--- config.mk ---
export PLATFORM = sky130hd
export DESIGN_NAME = register_file_flat
export DESIGN_NICKNAME = d
export VERILOG_FILES = /design/src/rtl/register_file_pkg.sv /design/src/rtl/register_file_if.sv /design/src/rtl/register_write_merge.sv /design/src/rtl/register_file.sv /design/src/flat_wrapper.sv
export SDC_FILE = /design/constraint.sdc
export NUM_CORES = 2
export LEC_CHECK = 0
export ABC_AREA = 1
export CORE_UTILIZATION = 40
export DETAILED_ROUTE_END_ITERATION = 10
export GPL_ROUTABILITY_DRIVEN = 1
export GPL_TIMING_DRIVEN = 1
export MAX_ROUTING_LAYER = met4
export PLACE_DENSITY = 0.55
export SKIP_CTS_REPAIR_TIMING = 1
export SKIP_LAST_GASP = 1
export SLEW_MARGIN = 20
export SYNTH_ARGS = -nofsm -noshare
export SYNTH_HDL_FRONTEND = slang
export SYNTH_SLANG_ARGS = --single-unit
--- constraint.sdc ---
create_clock -name clock -period 3.4 [get_ports clock]
set_clock_uncertainty 0.1 [all_clocks]
set_input_delay 0.51 -clock clock [delete_from_list [all_inputs] [get_ports clock]]
set_output_delay 0.51 -clock clock [all_outputs]
set_load 0.005 [all_outputs]
--- src/rtl/register_file_pkg.sv ---
// register_file_pkg
//   Shared constants and types for the architectural register file:
//   register geometry, the write lane-select encodings and the flag bundle.
//   No ports; imported by the register file, its write-merge helper and
//   the bus interface.
package register_file_pkg;

    // Register geometry. The index width is fixed at 4 bits, so 16 registers.
    localparam int REG_COUNT   = 16;
    localparam int INDEX_WIDTH = 4;
    localparam int DATA_WIDTH  = 32;

    // Write lane-select encodings (write_width).
    localparam logic [1:0] WIDTH_BYTE     = 2'b00;
    localparam logic [1:0] WIDTH_WORD     = 2'b01;
    localparam logic [1:0] WIDTH_LONG     = 2'b10;
    localparam logic [1:0] WIDTH_RESERVED = 2'b11;

    // Latched ALU status flags.
    typedef struct packed {
        logic carry;
        logic zero;
        logic neg;
        logic over;
    } flags_t;

endpackage

--- src/rtl/register_file_if.sv ---
// register_file_if
//   Groups the read, writeback and flag signals between the core/ALU side
//   (master) and the register file (slave). The clock and reset are plain
//   ports on the register file, not part of this bundle.
//   Read:  read_enable, read_reg1/2/3_index -> reg1/2/3_data (1-clock latency)
//   Write: write_enable, write_index, write_width, write_data
//   Flags: flags_write, carry/zero/neg/over_in -> carry/zero/neg/over_out
//   There is no valid/ready handshake: every input is sampled on each rising
//   clock edge, and outputs are registered and hold while read_enable is low.
interface register_file_if;
    import register_file_pkg::*;

    logic                   read_enable;
    logic [INDEX_WIDTH-1:0] read_reg1_index;
    logic [INDEX_WIDTH-1:0] read_reg2_index;
    logic [INDEX_WIDTH-1:0] read_reg3_index;
    logic                   write_enable;
    logic [INDEX_WIDTH-1:0] write_index;
    logic [1:0]             write_width;
    logic [DATA_WIDTH-1:0]  write_data;
    logic                   flags_write;
    logic                   carry_in;
    logic                   zero_in;
    logic                   neg_in;
    logic                   over_in;
    logic [DATA_WIDTH-1:0]  reg1_data;
    logic [DATA_WIDTH-1:0]  reg2_data;
    logic [DATA_WIDTH-1:0]  reg3_data;
    logic                   carry_out;
    logic                   zero_out;
    logic                   neg_out;
    logic                   over_out;

    modport master (
        output read_enable, read_reg1_index, read_reg2_index, read_reg3_index,
        output write_enable, write_index, write_width, write_data,
        output flags_write, carry_in, zero_in, neg_in, over_in,
        input  reg1_data, reg2_data, reg3_data,
        input  carry_out, zero_out, neg_out, over_out
    );

    modport slave (
        input  read_enable, read_reg1_index, read_reg2_index, read_reg3_index,
        input  write_enable, write_index, write_width, write_data,
        input  flags_write, carry_in, zero_in, neg_in, over_in,
        output reg1_data, reg2_data, reg3_data,
        output carry_out, zero_out, neg_out, over_out
    );

endinterface

--- src/rtl/register_write_merge.sv ---
// register_write_merge
//   Combinational lane merge for register writeback.
//   Ports:
//     old_value   in  32  current contents of the destination register
//     write_data  in  32  right-aligned writeback value
//     write_width in  2   byte / word / long / reserved
//     merged      out 32  value the register holds after the write
//     valid       out 1   low for the reserved encoding (write suppressed)
module register_write_merge
    import register_file_pkg::*;
(
    input  logic [DATA_WIDTH-1:0] old_value,
    input  logic [DATA_WIDTH-1:0] write_data,
    input  logic [1:0]            write_width,
    output logic [DATA_WIDTH-1:0] merged,
    output logic                  valid
);

    always_comb begin
        merged = old_value;
        valid  = 1'b0;
        case (write_width)
            WIDTH_BYTE: begin
                merged = {old_value[31:8], write_data[7:0]};
                valid  = 1'b1;
            end
            WIDTH_WORD: begin
                merged = {old_value[31:16], write_data[15:0]};
                valid  = 1'b1;
            end
            WIDTH_LONG: begin
                merged = write_data;
                valid  = 1'b1;
            end
            default: begin
                merged = old_value;
                valid  = 1'b0;
            end
        endcase
    end

endmodule

--- src/rtl/register_file.sv ---
// register_file
//   Architectural register file (16 x 32) plus ALU status flags.
//   Ports:
//     clock  in  system clock, all state on the rising edge
//     reset  in  synchronous active-high reset: clears registers, read
//                outputs and flags; writes in that cycle are ignored
//     bus    register_file_if.slave (read ports, writeback, flags)
//   Reads are registered (1-clock latency) and hold while read_enable is low.
//   A same-cycle write to a register being read is forwarded to that read
//   port (write-through bypass). Flags have no bypass.
//   Build option: define REGISTERS_R0_ZERO_EN to hard-wire register 0 to zero
//   (writes to index 0 discarded, reads of index 0 return 0).
module register_file
    import register_file_pkg::*;
(
    input  logic           clock,
    input  logic           reset,
    register_file_if.slave bus
);

    logic [DATA_WIDTH-1:0]  regs [REG_COUNT];
    logic [DATA_WIDTH-1:0]  merged_value;
    logic                   merge_valid;
    logic                   commit;
    logic [INDEX_WIDTH-1:0] read_index [3];
    logic [DATA_WIDTH-1:0]  read_next  [3];
    logic [DATA_WIDTH-1:0]  read_q     [3];
    flags_t                 flags_q;

    // One merge unit feeds both the storage update and all three bypasses.
    register_write_merge u_merge (
        .old_value   (regs[bus.write_index]),
        .write_data  (bus.write_data),
        .write_width (bus.write_width),
        .merged      (merged_value),
        .valid       (merge_valid)
    );

    always_comb begin
        commit = bus.write_enable && merge_valid;
`ifdef REGISTERS_R0_ZERO_EN
        if (bus.write_index == '0) begin
            commit = 1'b0;
        end
`endif
    end

    assign read_index[0] = bus.read_reg1_index;
    assign read_index[1] = bus.read_reg2_index;
    assign read_index[2] = bus.read_reg3_index;

    // Each read port forwards the merged value independently when it hits
    // the register being committed this edge.
    always_comb begin
        for (int p = 0; p < 3; p++) begin
            read_next[p] = regs[read_index[p]];
            if (commit && (read_index[p] == bus.write_index)) begin
                read_next[p] = merged_value;
            end
`ifdef REGISTERS_R0_ZERO_EN
            if (read_index[p] == '0) begin
                read_next[p] = '0;
            end
`endif
        end
    end

    always_ff @(posedge clock) begin
        if (reset) begin
            for (int i = 0; i < REG_COUNT; i++) begin
                regs[i] <= '0;
            end
            for (int p = 0; p < 3; p++) begin
                read_q[p] <= '0;
            end
            flags_q <= '0;
        end else begin
            if (commit) begin
                regs[bus.write_index] <= merged_value;
            end
            if (bus.read_enable) begin
                for (int p = 0; p < 3; p++) begin
                    read_q[p] <= read_next[p];
                end
            end
            if (bus.flags_write) begin
                flags_q <= '{carry: bus.carry_in, zero: bus.zero_in,
                             neg: bus.neg_in, over: bus.over_in};
            end
        end
    end

    assign bus.reg1_data = read_q[0];
    assign bus.reg2_data = read_q[1];
    assign bus.reg3_data = read_q[2];
    assign bus.carry_out = flags_q.carry;
    assign bus.zero_out  = flags_q.zero;
    assign bus.neg_out   = flags_q.neg;
    assign bus.over_out  = flags_q.over;

endmodule

--- src/flat_wrapper.sv ---
// flat-port wrapper written by rule: the top's interface ports become plain ports
module register_file_flat import register_file_pkg::*;
  (clock, reset, bus_read_enable, bus_read_reg1_index, bus_read_reg2_index, bus_read_reg3_index, bus_write_enable, bus_write_index, bus_write_width, bus_write_data, bus_flags_write, bus_carry_in, bus_zero_in, bus_neg_in, bus_over_in, bus_reg1_data, bus_reg2_data, bus_reg3_data, bus_carry_out, bus_zero_out, bus_neg_out, bus_over_out);
  register_file_if bus_i ();
  input  logic clock;
  input  logic reset;
  input wire logic [$bits(bus_i.read_enable)-1:0] bus_read_enable;
  input wire logic [$bits(bus_i.read_reg1_index)-1:0] bus_read_reg1_index;
  input wire logic [$bits(bus_i.read_reg2_index)-1:0] bus_read_reg2_index;
  input wire logic [$bits(bus_i.read_reg3_index)-1:0] bus_read_reg3_index;
  input wire logic [$bits(bus_i.write_enable)-1:0] bus_write_enable;
  input wire logic [$bits(bus_i.write_index)-1:0] bus_write_index;
  input wire logic [$bits(bus_i.write_width)-1:0] bus_write_width;
  input wire logic [$bits(bus_i.write_data)-1:0] bus_write_data;
  input wire logic [$bits(bus_i.flags_write)-1:0] bus_flags_write;
  input wire logic [$bits(bus_i.carry_in)-1:0] bus_carry_in;
  input wire logic [$bits(bus_i.zero_in)-1:0] bus_zero_in;
  input wire logic [$bits(bus_i.neg_in)-1:0] bus_neg_in;
  input wire logic [$bits(bus_i.over_in)-1:0] bus_over_in;
  output wire logic [$bits(bus_i.reg1_data)-1:0] bus_reg1_data;
  output wire logic [$bits(bus_i.reg2_data)-1:0] bus_reg2_data;
  output wire logic [$bits(bus_i.reg3_data)-1:0] bus_reg3_data;
  output wire logic [$bits(bus_i.carry_out)-1:0] bus_carry_out;
  output wire logic [$bits(bus_i.zero_out)-1:0] bus_zero_out;
  output wire logic [$bits(bus_i.neg_out)-1:0] bus_neg_out;
  output wire logic [$bits(bus_i.over_out)-1:0] bus_over_out;
  assign bus_i.read_enable = bus_read_enable;
  assign bus_i.read_reg1_index = bus_read_reg1_index;
  assign bus_i.read_reg2_index = bus_read_reg2_index;
  assign bus_i.read_reg3_index = bus_read_reg3_index;
  assign bus_i.write_enable = bus_write_enable;
  assign bus_i.write_index = bus_write_index;
  assign bus_i.write_width = bus_write_width;
  assign bus_i.write_data = bus_write_data;
  assign bus_i.flags_write = bus_flags_write;
  assign bus_i.carry_in = bus_carry_in;
  assign bus_i.zero_in = bus_zero_in;
  assign bus_i.neg_in = bus_neg_in;
  assign bus_i.over_in = bus_over_in;
  assign bus_reg1_data = bus_i.reg1_data;
  assign bus_reg2_data = bus_i.reg2_data;
  assign bus_reg3_data = bus_i.reg3_data;
  assign bus_carry_out = bus_i.carry_out;
  assign bus_zero_out = bus_i.zero_out;
  assign bus_neg_out = bus_i.neg_out;
  assign bus_over_out = bus_i.over_out;
  register_file u_core (.clock(clock), .reset(reset), .bus(bus_i));
endmodule
==> run summary <==
DR iter-0 viols: 8,251
DR WL/cell: 26.80 µm
# Max-Cap Violations: 0
CTS tree: built
Final Cycle Share: 77.72%
CP arrival: 3.04 ns
Final setup vio count: 0
Row cnt: 119
Element type at the critical path end: flip-flop
Layout area overhead: 15.40%
Crit-path max cell delay: 0.93 ns
Max Clk Rate: 0.3784 GHz
Root buf cell: clkbuf_16
Power Density: 435.4 mW/mm²
Worst VDD drop: 0.3148 mV
Vias: 47,760
RR Startpoint: u_core.regs[3][2]$_SDFFCE_PN0P_
Layout cells sized above 1: 7.354%
Failing checks: DRC
Synth Cell Area: 0.04278 mm²
Clock power share: 38.2%
Flop pwr share: 41.8%
Clock-pin transition on the worst setup and hold timing paths: 0.06 ns
CP max stage cell: clkdlybuf4s50_1
I/O pin cnt: 159
Crit path required time: 3.80 ns
Setup TNS: 0 ns
Synth warnings: 0
Slew headroom: 35.04%
Cts bufs inserted: 78
Final Max Tran Viols: 0
Clock Latency Late Sink: 0.66 ns
Yosys reg bits: 612
Worst-Margin Slew: 0.9744 ns
Drt pass-1 iters: 10
CTS max path bufs: 3
Total global routing overflow: 0
Total routed wirelength: 210.8 mm
Initial antenna violation count: 3
Sw Share: 31.64%
Worst Setup EP: u_core.read_q[0][58]$_SDFFCE_PN0P_
Final min period: 2.642 ns
Critical Path Fanout Max: 19
Total die area: 0.1083 mm²
Commonest cells after routing, fill and taps aside: nand2_1, nand3_1, edfxtp_1, nor2_1, buf_4
DRT antenna net count: 0
RSZ-0062 raised after global routing: no
Seq/Total Area, Yosys: 42.87%
# port buffers: 158
P_int: 14.69 mW
Vias in the first global route: 43,430
Mapped Cells: 6,451
Setup slack, reg-to-reg: 1.16 ns
Setup ws final: 0.7576 ns
Switch Pwr: 6.801 mW
Gr usage total: 39.45%
Synth cell types: 23
Area leader, netlist: edfxtp_1
H-tree depth: 3
Most common cell after layout, fill and taps aside: nand2_1
CTS sink count: 612
Min-Delay Path Class: input port to flip-flop
Comb power frac: 19.9%
CORE AREA: 0.1057 mm²
Syn Nets: 6,510
Chip Height: 329.0 µm
Drc violations: 18
Final Hold Fails: 0
Leakage: 21.45 nW
Global-route wire length before repair: 302.7 mm
Reg2Reg Depth: 8
Crit path from: bus_write_index[2]
Placer Congestion: 0.9407
Critical path's most frequent cell: buf_4
Synth area leaders: edfxtp_1, nand2_1, nand3_1
CP Launch Type: input port
Outcome: finished, violations left
Critical-path cell list: clkdlybuf4s50_1 > inv_1 > nor2_4 > buf_12 > buf_4 > buf_4 > nand2_1 > nand3_1 > o21bai_2 > buf_4 > a21oi_1
Syn avg cell area: 6.631 µm²
Worst Path Class, Setup: input port to flip-flop
Starting density of the core: 40.47%
Vias per inst: 6.072
Detailed placement HPWL: 121.5 mm
Reg2reg end: u_core.read_q[0][2]$_SDFFCE_PN0P_
Post-synth top area share: 42.68%
Final #Nets: 6,470
Setup WS pre-CTS: 0.1708 ns
Largest net degree at the start of global routing: 102
Die X: 329.0 µm
critical path: cells and delay by family:
kind	cells	cell delay, ns
simple gates	3	0.32
compound gates	2	0.22
buf+inv	6	1.98
area by class of cell:
class / count / area [µm²]
Antenna cell: 2 / 5.005
Clock inverter: 45 / 350.3
Fill cell: 10810 / 56350
Multi-Input combinational cell: 5279 / 22140
Inverter: 32 / 173.9
Clock buffer: 97 / 2087
Sequential cell: 612 / 18340
Timing Repair Buffer: 408 / 4536
Tap cell: 1391 / 1740
power groups by stage:
stage	clock network, mW	logic, mW	registers [mW]
after floorplan	0	2.33	9.04
after global placement	0	4.12	9.13
after detailed placement	0	4.14	9.13
after CTS	8.31	4.15	8.97
after global routing	8.55	4.52	9.03
final	8.22	4.28	8.99
stage by stage:
step	cells	util [%]	hold WS, ns	instance area (µm²)	power, mW
5_1_grt	7865	46.70	0.3776	49360	22.10
3_3_place_gp	7722	44.39	0.3766	46920	13.25
6_report	7866	46.70	0.3300	49370	21.50
2_1_floorplan	6451	-	0.3870	42780	11.37
3_5_place_dp	7722	44.39	0.3949	46920	13.26
4_1_cts	7864	46.69	0.3006	49360	21.43
cell families (layout without fill, tap and decap cells):
family | Yosys count | in the layout | share of synthesized area [%]
simple gates | 5113 | 5113 | 48.92
buf+inv | 560 | 582 | 5.724
other cells | 0 | 2 | 0
flops | 612 | 612 | 42.87
compound gates | 160 | 160 | 2.369
xor+xnor | 6 | 6 | 0.1228
per-layer routing:
| layer | vias to the layer above | global-route usage, % | part of all wire [%] |
|---|---|---|---|
| met3 | 758 | 8.858 | 14 |
| met1 | 22290 | 51.64 | 38 |
| li1 | 20990 | - | - |
| met5 | - | - | 0 |
| met4 | 0 | 21.13 | 6.0 |
| met2 | 3721 | 56.45 | 42 |
state kept, by name, summed over array words and instances, names as in the netlist:
signal,count
u_core.read_q,96
u_core.bus.over_out,1
u_core.regs,512
u_core.bus.zero_out,1
u_core.bus.carry_out,1
u_core.bus.neg_out,1
synthesized netlist by cell type:
cell and instances:
nand2_1 3186, nand3_1 1345, edfxtp_1 608, nor2_1 567, clkbuf_1 287, buf_2 145
a21oi_1 102, buf_1 61, buf_4 26, inv_1 25, o21bai_2 23, o21ai_0 17
o21ai_1 13, buf_6 9, inv_2 6, xor2_1 6, o21bai_4 5, or2_2 5
dfxtp_1 4, nand2_2 4, nor3_2 4, nor2_2 2, clkinv_1 1
worst min path at each step:
stage | depth (start not counted) | slack (ns) | end | startpoint
final | 3 | 0.33 | u_core.bus.carry_out$_SDFFE_PP0P_ | bus_carry_in
after global routing | 3 | 0.38 | u_core.bus.zero_out$_SDFFE_PP0P_ | bus_zero_in
after CTS | 3 | 0.30 | u_core.bus.carry_out$_SDFFE_PP0P_ | bus_carry_in
after detailed placement | 2 | 0.39 | u_core.bus.zero_out$_SDFFE_PP0P_ | u_core.bus.zero_out$_SDFFE_PP0P_
after global placement | 2 | 0.38 | u_core.bus.zero_out$_SDFFE_PP0P_ | u_core.bus.zero_out$_SDFFE_PP0P_
after floorplan | 2 | 0.39 | u_core.bus.neg_out$_SDFFE_PP0P_ | u_core.bus.neg_out$_SDFFE_PP0P_
(Power assumes the default switching activity.)
